===== config.mk =====
export PLATFORM = sky130hd
export DESIGN_NAME = mem_bus_arbiter_flat
export DESIGN_NICKNAME = d
export VERILOG_FILES = /design/src/rtl/mem_bus_pkg.sv /design/src/rtl/mem_bus_arbiter_if.sv /design/src/rtl/mem_bus_arbiter_rr_arbiter.sv /design/src/rtl/mem_bus_arbiter.sv /design/src/flat_wrapper.sv
export SDC_FILE = /design/constraint.sdc
export NUM_CORES = 1
export LEC_CHECK = 0
export ABC_AREA = 1
export BUFFER_PORTS_ARGS = -buffer_cell sky130_fd_sc_hd__buf_4
export CELL_PAD_IN_SITES_DETAIL_PLACEMENT = 0
export CELL_PAD_IN_SITES_GLOBAL_PLACEMENT = 2
export CORE_MARGIN = 2
export CORE_UTILIZATION = 17
export DETAILED_ROUTE_END_ITERATION = 6
export GPL_TIMING_DRIVEN = 0
export PLACE_DENSITY_LB_ADDON = 0.08
export REMOVE_ABC_BUFFERS = 1
export SYNTH_ARGS = -nofsm -noshare
export SYNTH_HDL_FRONTEND = slang
export SYNTH_SLANG_ARGS = --single-unit

===== constraint.sdc =====
create_clock -name clk -period 1.1 [get_ports clk]
set_input_delay 0.055 -clock clk [delete_from_list [all_inputs] [get_ports clk]]
set_output_delay 0.055 -clock clk [all_outputs]
set_load 0.01 [all_outputs]

===== src/rtl/mem_bus_pkg.sv =====
// rtl/mem_bus_pkg.sv - shared types and helpers for the memory bus arbiter
package mem_bus_pkg;

  localparam int PTR_W     = 3;
  localparam int MB_ADDR_W = 32;
  localparam int MB_DATA_W = 32;

  typedef enum logic [1:0] {
    IDLE  = 2'd0,
    ISSUE = 2'd1,
    WAIT  = 2'd2
  } arb_state_t;

  typedef struct packed {
    logic [MB_ADDR_W-1:0] addr;
    logic                 wen;
    logic [MB_DATA_W-1:0] wdata;
  } mem_bus_req_t;

  typedef struct packed {
    logic                 valid;
    logic [MB_DATA_W-1:0] rdata;
  } mem_bus_resp_t;

  // Round-robin pointer following a grant, wrapping at the channel count.
  function automatic logic [PTR_W-1:0] ptr_after(input logic [PTR_W-1:0] g, input int num_ch);
    if (int'(g) + 1 >= num_ch) return '0;
    return g + PTR_W'(1);
  endfunction

endpackage


===== src/rtl/mem_bus_arbiter_if.sv =====
// rtl/mem_bus_arbiter_if.sv - channel and memory side signals of the arbiter
interface mem_bus_arbiter_if #(
  parameter int NUM_CH = 2,
  parameter int ADDR_W = 32,
  parameter int DATA_W = 32
);

  logic [NUM_CH-1:0]        req_valid;
  logic [NUM_CH-1:0]        req_ready;
  logic [NUM_CH*ADDR_W-1:0] req_addr;
  logic [NUM_CH-1:0]        req_wen;
  logic [NUM_CH*DATA_W-1:0] req_wdata;
  logic [NUM_CH-1:0]        resp_valid;
  logic [DATA_W-1:0]        resp_rdata;
  logic                     mem_req_ready;
  logic                     mem_req_valid;
  logic [ADDR_W-1:0]        mem_req_addr;
  logic                     mem_req_wen;
  logic [DATA_W-1:0]        mem_req_wdata;
  logic                     mem_resp_valid;
  logic [DATA_W-1:0]        mem_resp_rdata;
  logic                     stray_resp;

  modport master (
    output req_valid, req_addr, req_wen, req_wdata,
    output mem_req_ready, mem_resp_valid, mem_resp_rdata,
    input  req_ready, resp_valid, resp_rdata,
    input  mem_req_valid, mem_req_addr, mem_req_wen, mem_req_wdata, stray_resp
  );

  modport slave (
    input  req_valid, req_addr, req_wen, req_wdata,
    input  mem_req_ready, mem_resp_valid, mem_resp_rdata,
    output req_ready, resp_valid, resp_rdata,
    output mem_req_valid, mem_req_addr, mem_req_wen, mem_req_wdata, stray_resp
  );

endinterface


===== src/rtl/mem_bus_arbiter_rr_arbiter.sv =====
// rtl/mem_bus_arbiter_rr_arbiter.sv - combinational grant selection, fixed or round-robin
module rr_arbiter
  import mem_bus_pkg::*;
#(
  parameter int NUM_CH  = 2,
  parameter bit RR_MODE = 1'b1
) (
  input  logic [NUM_CH-1:0] valid,
  input  logic [PTR_W-1:0]  ptr,
  output logic [NUM_CH-1:0] gnt,
  output logic [PTR_W-1:0]  gnt_idx,
  output logic              gnt_any
);

  logic found;
  int   tgt;

  // Visit channels in priority order; fixed mode always starts the scan at channel 0.
  always_comb begin
    gnt     = '0;
    gnt_idx = '0;
    found   = 1'b0;
    tgt     = 0;
    for (int k = 0; k < NUM_CH; k++) begin
      if (RR_MODE) tgt = int'(ptr) + k;
      else         tgt = k;
      if (tgt >= NUM_CH) tgt = tgt - NUM_CH;
      for (int j = 0; j < NUM_CH; j++) begin
        if (!found && tgt == j && valid[j]) begin
          found   = 1'b1;
          gnt[j]  = 1'b1;
          gnt_idx = PTR_W'(j);
        end
      end
    end
  end

  assign gnt_any = |valid;

endmodule


===== src/rtl/mem_bus_arbiter.sv =====
// rtl/mem_bus_arbiter.sv - arbitrates NUM_CH bus masters onto one memory port,
// one outstanding transaction, response routed back to the owning channel.
module mem_bus_arbiter
  import mem_bus_pkg::*;
#(
  parameter int NUM_CH     = 2,
  parameter int ADDR_W     = 32,
  parameter int DATA_W     = 32,
  parameter bit RR_MODE    = 1'b1,
  parameter bit WRITE_RESP = 1'b1
) (
  input logic            clk,
  input logic            reset,
  mem_bus_arbiter_if.slave bus
);

  arb_state_t        state, state_n;
  logic [PTR_W-1:0]  rr_ptr, owner, gnt_idx;
  logic [NUM_CH-1:0] gnt;
  logic              gnt_any;
  logic [ADDR_W-1:0] lat_addr, sel_addr;
  logic              lat_wen, sel_wen;
  logic [DATA_W-1:0] lat_wdata, sel_wdata;
  logic              stray_q;

  rr_arbiter #(.NUM_CH(NUM_CH), .RR_MODE(RR_MODE)) u_arb (
    .valid   (bus.req_valid),
    .ptr     (rr_ptr),
    .gnt     (gnt),
    .gnt_idx (gnt_idx),
    .gnt_any (gnt_any)
  );

  always_comb begin
    sel_addr  = '0;
    sel_wen   = 1'b0;
    sel_wdata = '0;
    for (int k = 0; k < NUM_CH; k++) begin
      if (gnt[k]) begin
        sel_addr  = bus.req_addr[k*ADDR_W +: ADDR_W];
        sel_wen   = bus.req_wen[k];
        sel_wdata = bus.req_wdata[k*DATA_W +: DATA_W];
      end
    end
  end

  always_ff @(posedge clk) begin
    if (reset) state <= IDLE;
    else       state <= state_n;
  end

  always_comb begin
    state_n = state;
    case (state)
      IDLE:    if (gnt_any) state_n = ISSUE;
      ISSUE:   if (bus.mem_req_ready) state_n = (lat_wen && !WRITE_RESP) ? IDLE : WAIT;
      WAIT:    if (bus.mem_resp_valid) state_n = IDLE;
      default: state_n = IDLE;
    endcase
  end

  always_ff @(posedge clk) begin
    if (reset) begin
      rr_ptr    <= '0;
      owner     <= '0;
      lat_addr  <= '0;
      lat_wen   <= 1'b0;
      lat_wdata <= '0;
      stray_q   <= 1'b0;
    end else begin
      if (state == IDLE && gnt_any) begin
        lat_addr  <= sel_addr;
        lat_wen   <= sel_wen;
        lat_wdata <= sel_wdata;
        owner     <= gnt_idx;
        rr_ptr    <= ptr_after(gnt_idx, NUM_CH);
      end
      // Any response outside WAIT has no owner; it is dropped and flagged until reset.
      if (state != WAIT && bus.mem_resp_valid) stray_q <= 1'b1;
    end
  end

  always_comb begin
    bus.req_ready     = '0;
    bus.resp_valid    = '0;
    bus.resp_rdata    = '0;
    bus.mem_req_valid = !reset && (state == ISSUE);
    if (!reset) begin
      case (state)
        IDLE:  bus.req_ready = gnt;
        ISSUE: if (bus.mem_req_ready && lat_wen && !WRITE_RESP)
                 bus.resp_valid = NUM_CH'(1) << owner;
        WAIT:  if (bus.mem_resp_valid) begin
                 bus.resp_valid = NUM_CH'(1) << owner;
                 bus.resp_rdata = bus.mem_resp_rdata;
               end
        default: ;
      endcase
    end
  end

  assign bus.mem_req_addr  = lat_addr;
  assign bus.mem_req_wen   = lat_wen;
  assign bus.mem_req_wdata = lat_wdata;
  assign bus.stray_resp    = stray_q;

endmodule


===== src/flat_wrapper.sv =====
// flat-port wrapper written by rule: the top's interface ports become plain ports
module mem_bus_arbiter_flat import mem_bus_pkg::*;
#(
  parameter int NUM_CH     = 2,
  parameter int ADDR_W     = 32,
  parameter int DATA_W     = 32,
  parameter bit RR_MODE    = 1'b1,
  parameter bit WRITE_RESP = 1'b1
)
  (clk, reset, bus_req_valid, bus_req_addr, bus_req_wen, bus_req_wdata, bus_mem_req_ready, bus_mem_resp_valid, bus_mem_resp_rdata, bus_req_ready, bus_resp_valid, bus_resp_rdata, bus_mem_req_valid, bus_mem_req_addr, bus_mem_req_wen, bus_mem_req_wdata, bus_stray_resp);
  mem_bus_arbiter_if #(.NUM_CH(NUM_CH), .ADDR_W(ADDR_W), .DATA_W(DATA_W)) bus_i ();
  input logic clk;
  input logic reset;
  input wire logic [$bits(bus_i.req_valid)-1:0] bus_req_valid;
  input wire logic [$bits(bus_i.req_addr)-1:0] bus_req_addr;
  input wire logic [$bits(bus_i.req_wen)-1:0] bus_req_wen;
  input wire logic [$bits(bus_i.req_wdata)-1:0] bus_req_wdata;
  input wire logic [$bits(bus_i.mem_req_ready)-1:0] bus_mem_req_ready;
  input wire logic [$bits(bus_i.mem_resp_valid)-1:0] bus_mem_resp_valid;
  input wire logic [$bits(bus_i.mem_resp_rdata)-1:0] bus_mem_resp_rdata;
  output wire logic [$bits(bus_i.req_ready)-1:0] bus_req_ready;
  output wire logic [$bits(bus_i.resp_valid)-1:0] bus_resp_valid;
  output wire logic [$bits(bus_i.resp_rdata)-1:0] bus_resp_rdata;
  output wire logic [$bits(bus_i.mem_req_valid)-1:0] bus_mem_req_valid;
  output wire logic [$bits(bus_i.mem_req_addr)-1:0] bus_mem_req_addr;
  output wire logic [$bits(bus_i.mem_req_wen)-1:0] bus_mem_req_wen;
  output wire logic [$bits(bus_i.mem_req_wdata)-1:0] bus_mem_req_wdata;
  output wire logic [$bits(bus_i.stray_resp)-1:0] bus_stray_resp;
  assign bus_i.req_valid = bus_req_valid;
  assign bus_i.req_addr = bus_req_addr;
  assign bus_i.req_wen = bus_req_wen;
  assign bus_i.req_wdata = bus_req_wdata;
  assign bus_i.mem_req_ready = bus_mem_req_ready;
  assign bus_i.mem_resp_valid = bus_mem_resp_valid;
  assign bus_i.mem_resp_rdata = bus_mem_resp_rdata;
  assign bus_req_ready = bus_i.req_ready;
  assign bus_resp_valid = bus_i.resp_valid;
  assign bus_resp_rdata = bus_i.resp_rdata;
  assign bus_mem_req_valid = bus_i.mem_req_valid;
  assign bus_mem_req_addr = bus_i.mem_req_addr;
  assign bus_mem_req_wen = bus_i.mem_req_wen;
  assign bus_mem_req_wdata = bus_i.mem_req_wdata;
  assign bus_stray_resp = bus_i.stray_resp;
  mem_bus_arbiter #(.NUM_CH(NUM_CH), .ADDR_W(ADDR_W), .DATA_W(DATA_W), .RR_MODE(RR_MODE), .WRITE_RESP(WRITE_RESP)) u_core (.clk(clk), .reset(reset), .bus(bus_i));
endmodule

### Word level (Yosys, flattened, before mapping)

Index checks and enable logic that the tools add are counted.
Widths: inputs -> output; s select.

| cells by class | value |
|---|---|
| add/sub/neg operators | 5 |
| order comparisons | 3 |
| equal/unequal tests | 8 |
| shift operators | 1 |
| multiplexer cells | 34 |
| reductions and logical operators | 19 |

Operators by type and width:

| kind | number |
|---|---|
| $mux 32 | 9 |
| $eq 32x2->1 const B | 2 |
| $logic_not 32->1 | 2 |
| $ge 32x3->1 const B | 1 |
| $mux 2 | 8 |
| $mux 1 | 12 |
| $mux 3 | 4 |
| $logic_and 1x1->1 | 10 |
| $add 3x1->4 const B | 2 |
| $ne 2x2->1 const B | 3 |
| $pmux 2 s3 | 1 |
| $sub 4x2->5 const B | 1 |
| $ge 4x2->1 const B | 1 |
| $logic_not 1->1 | 4 |
| $sub 3x2->4 const B | 1 |
| $add 3x1->3 const B | 1 |
| $ge 3x2->1 const B | 1 |
| $reduce_and 3->1 | 1 |
| $shl 1x3->2 const A | 1 |
| $eq 2x1->1 const B | 1 |
| $eq 2x2->1 const B | 1 |
| $logic_not 2->1 | 1 |
| $ne 2x1->1 const B | 1 |
| $reduce_or 2->1 | 1 |

| word-level totals | value |
|---|---|
| flip-flop bits (word level) | 74 |
| input port bits | 168 |
| output and inout bits | 103 |
| logic and storage cells | 77 |

### Depth between registers and ports, before layout

| depth | value |
|---|---|
| depth after elaboration | 23 |
| depth in mapped cells | 10 |
| gate-level depth less buffers | 7 |

### By module

From an unflattened synthesis, not the netlist that was laid out.

| unflattened totals | value |
|---|---|
| cells, all modules | 668 |
| area, all modules | 4037.6 um^2 |

By module, submodules not included:

| module | times used | cells each | area each (um^2) | sequential area each (um^2) |
|---|---|---|---|---|
| mem_bus_arbiter | 1 | 633 | 3844.9 | 1481.4 |
| rr_arbiter | 1 | 35 | 192.7 | 0.0 |

### Worst setup path before layout

Ideal clock, no wire load.

| path | value |
|---|---|
| kind | reg-to-reg |
| from | register u_core.state[0] |
| to | register u_core.lat_addr[10] (netlist: u_core.bus.mem_req_addr[10]) |
| library setup time | 0.109 ns |
| arrival | 1.039 ns |
| data required time | 0.991 ns |
| slack | -0.048 ns |
| stages on the path, launching flop included | 9 |
| buffers on the path | 2 |
| period minus slack after synthesis | 1.148 ns |
| cells stage by stage | dfxtp_1 -> nor2_4 -> o21ai_4 -> inv_2 -> buf_6 -> buf_2 -> nand3_1 -> nand2_1 -> inv_1 |

| between the ends | value |
|---|---|
| word-level cells in the longest chain between the ends | 2 |

Ends and longest elaborated chain:

| item | line | RTL |
|---|---|---|
| start: declaration | mem_bus_arbiter.sv:17 | `arb_state_t state, state_n;` |
| start signal: assignment | mem_bus_arbiter.sv:49 | `else state <= state_n;` |
| $logic_not 2->1 | mem_bus_arbiter.sv:71 | `if (state == IDLE && gnt_any) begin` |
| $logic_and 1x1->1 | mem_bus_arbiter.sv:71 |  |
| end signal: assignment | mem_bus_arbiter.sv:72 | `lat_addr <= sel_addr;` |
| end: declaration | mem_bus_arbiter.sv:21 | `logic [ADDR_W-1:0] lat_addr, sel_addr;` |

No other way between the ends.
A chain may end at the register's enable or synchronous reset.

### Worst setup path in the final report

| path | value |
|---|---|
| from | register u_core.state[1] |
| to | register u_core.lat_addr[29] (netlist: u_core.bus.mem_req_addr[29]) |

The elaborated chain is that of the path after synthesis.

==> flow_summary.ini <==
[drt]
drt-initial-drc-count = 232
wl_met2_um = 10700
maxUsedRoutingLayer = met4
wl_per_cell_um = 16.7
drc = 0
drtAntennaViolNets = 0
num_vias = 5241
wirelength_um = 21400
wl_met1_um = 8740
wl_met3_um = 1850
vias_per_cell = 4.09
dr.pass1.iters = 4

[clock_network]
cts_tree = yes
clock_latency_ps = 340
numCtsBuffers = 9
htree_levels = 3
ctsRootBufferMaster = clkbuf_16
cts_sinks = 70
clk_path_buf_depth = 2
clk_pin_slew_ps = 60

[worst_setup_path]
slowest_stage = dfxtp_4
path_max_fanout = 9
crit_path_end_kind = register
crit_type = reg2reg
critPathLaunchType = register
worst_path_dominant_cell_family = buffers and inverters
cpPeakStageDelay_ps = 370
crit_chain = nor2_4 -> o21ai_4 -> buf_12 -> clkbuf_16 -> a21oi_1 -> nand2_1 -> inv_1
arrival_ps = 1700
cp.required_ps = 1380
path_buf_inv = 3

[floorplanning]
num_rows = 56
dieHeight_um = 158
initial_core_util = 0.172
dieArea_um2 = 24900
die_w_um = 158
top_level_ports = 271
coreArea_um2 = 23300

[placed_design]
dpl_worst_slack_ps = -1800
port_buffers = 270
dp_hpwl_um = 11000
place_congestion = 0.716
placed_area_um2 = 6240

[synthesis]
ys_seq_elements = 70
synth_xor_area_frac = 0
synth_fa_ha_area_frac = 0
yosysWarnings = 0
ys_types = 19
avgSynthCellArea_um2 = 5.96
yosys.area_share.simple = 0.368
yosysSeqAreaShare = 0.349
synth_top_family_by_area = simple AND/OR/NAND/NOR gates
synth_compound_area_frac = 0.0915
muxShareOfSynthArea = 0
syn-cell-area_um2 = 4020
synthesis.instances = 674

[global_routing]
overflow = 0
grt_use_total = 0.164
grt_max_degree = 74
grt_pass1_vias = 4906
grt_pass1_wl_um = 29800
antenna_found_initial = 0

[min_path]
hold_path.class = in2reg

[timing]
slew_viol_final = 0
final.period_utilization = 1.29
layout_min_cycle_time_ps = 1420
max_freq_mhz = 705
rsz0062_at_grt = yes
tns_ps = -26690
finalWorstSetupSlack_ps = -318
finalHoldViolCount = 0
setup_viol = 105
finClkSkew_ps = 9.23
maxSlewHeadroom = 0.664
worst_pin_slew_ps = 504

[job]
drv_cap = 0

[finish]
drive_gt1_frac = 0.436
area_growth_pct = 92.6
layout_common_cells = buf_4 (272), nand2_1 (138), inv_1 (132)
diodes = 0
multi_input_area_um2 = 2360
ff_latch_area_um2 = 1410
finalNetCount = 1126
layout_commonest_cell = buf_4
final_design_area_no_fill_um2 = 7740
nFillCells = 2562

[pwr]
p_per_area_nw_per_um2 = 1190
leakage_nw = 4.04
ir_drop_mv = 0.639

[status]
status = complete, but fails checks
violations = setup timing
final timing paths:
| path | from | end | slack (ps) | depth (start not counted) |
|---|---|---|---|---|
| worst max-delay path | u_core.state[1] | u_core.bus.mem_req_addr[29] | -320 | 7 |
| worst max register to register | u_core.state[1] | u_core.bus.mem_req_addr[29] | -320 | 7 |
| worst min-delay path | bus_req_wdata[58] | u_core.bus.mem_req_wdata[26] | 10 | 5 |
| worst min register to register | u_core.bus.stray_resp | u_core.bus.stray_resp | 460 | 2 |
area by class of cell:
class	instances	area share
Clock buffer	12	0.0318
Timing Repair inverter	11	0.0230
Sequential cell	70	0.182
Inverter	136	0.0700
Timing Repair Buffer	307	0.333
Clock inverter	4	0.00291
Multi-Input combinational cell	423	0.305
Tap cell	319	0.0516
worst reg2reg max path, cell delays in order (launching register included):
cell       delay (ps)
dfxtp_4           370
nor2_4            180
o21ai_4           120
buf_12            240
clkbuf_16         210
a21oi_1           130
nand2_1            60
inv_1              50
report_power, final:
part | internal [mW] | switching, mW | total, mW
sequential | 2.84 | 0.166 | 3.01
clock | 1.58 | 1.17 | 2.75
combinational | 1.62 | 1.86 | 3.49
flip-flops by register name, summed over array words and instances (netlist names):
register	count
u_core.owner	1
u_core.rr_ptr	1
u_core.bus.mem_req_wen	1
u_core.bus.mem_req_addr	32
u_core.bus.stray_resp	1
u_core.state	2
u_core.bus.mem_req_wdata	32
cell families after synthesis:
logic type / after synthesis
flops: 70
simple gates: 347
compound gates: 71
buf+inv: 186
Yosys cell counts (all sizes together):
master	count	share of area
nand2	174	0.16
inv	135	0.13
nand3	131	0.16
dfxtp	70	0.35
a21oi	68	0.085
nor2	40	0.039
buf	39	0.055
clkbuf	11	0.010
nor3	2	0.0025
o21ai	2	0.0053
a31oi	1	0.0016
clkinv	1	0.00093
through the flow:
step	hold WS [ps]	std cells	utilization	total power, mW
2_1_floorplan	124	624	-	4.16
3_3_place_gp	324	1213	0.265	5.59
3_5_place_dp	332	1215	0.267	5.62
4_1_cts	0.211	1277	0.322	9.35
5_1_grt	21.1	1282	0.332	9.86
6_report	12.7	1282	0.332	9.25
repair_timing:
item | 4_1_cts | 5_1_grt
gates cloned | 19 | 3
endpoints found under the setup margin | 105 | 106
hold buffers | 11 | 0
pin swaps | 9 | 9
resized for setup | 120 | 48
hold endpoints to repair | 12 | 0
buffers inserted | 16 | 3
metal layers:
layer	track usage	vias to the layer above
met5	0	-
met4	0.0255	0
met3	0.0550	10
met2	0.294	186
met1	0.193	2398
li1	-	2647
No activity file was read; power rests on OpenSTA's default activity.
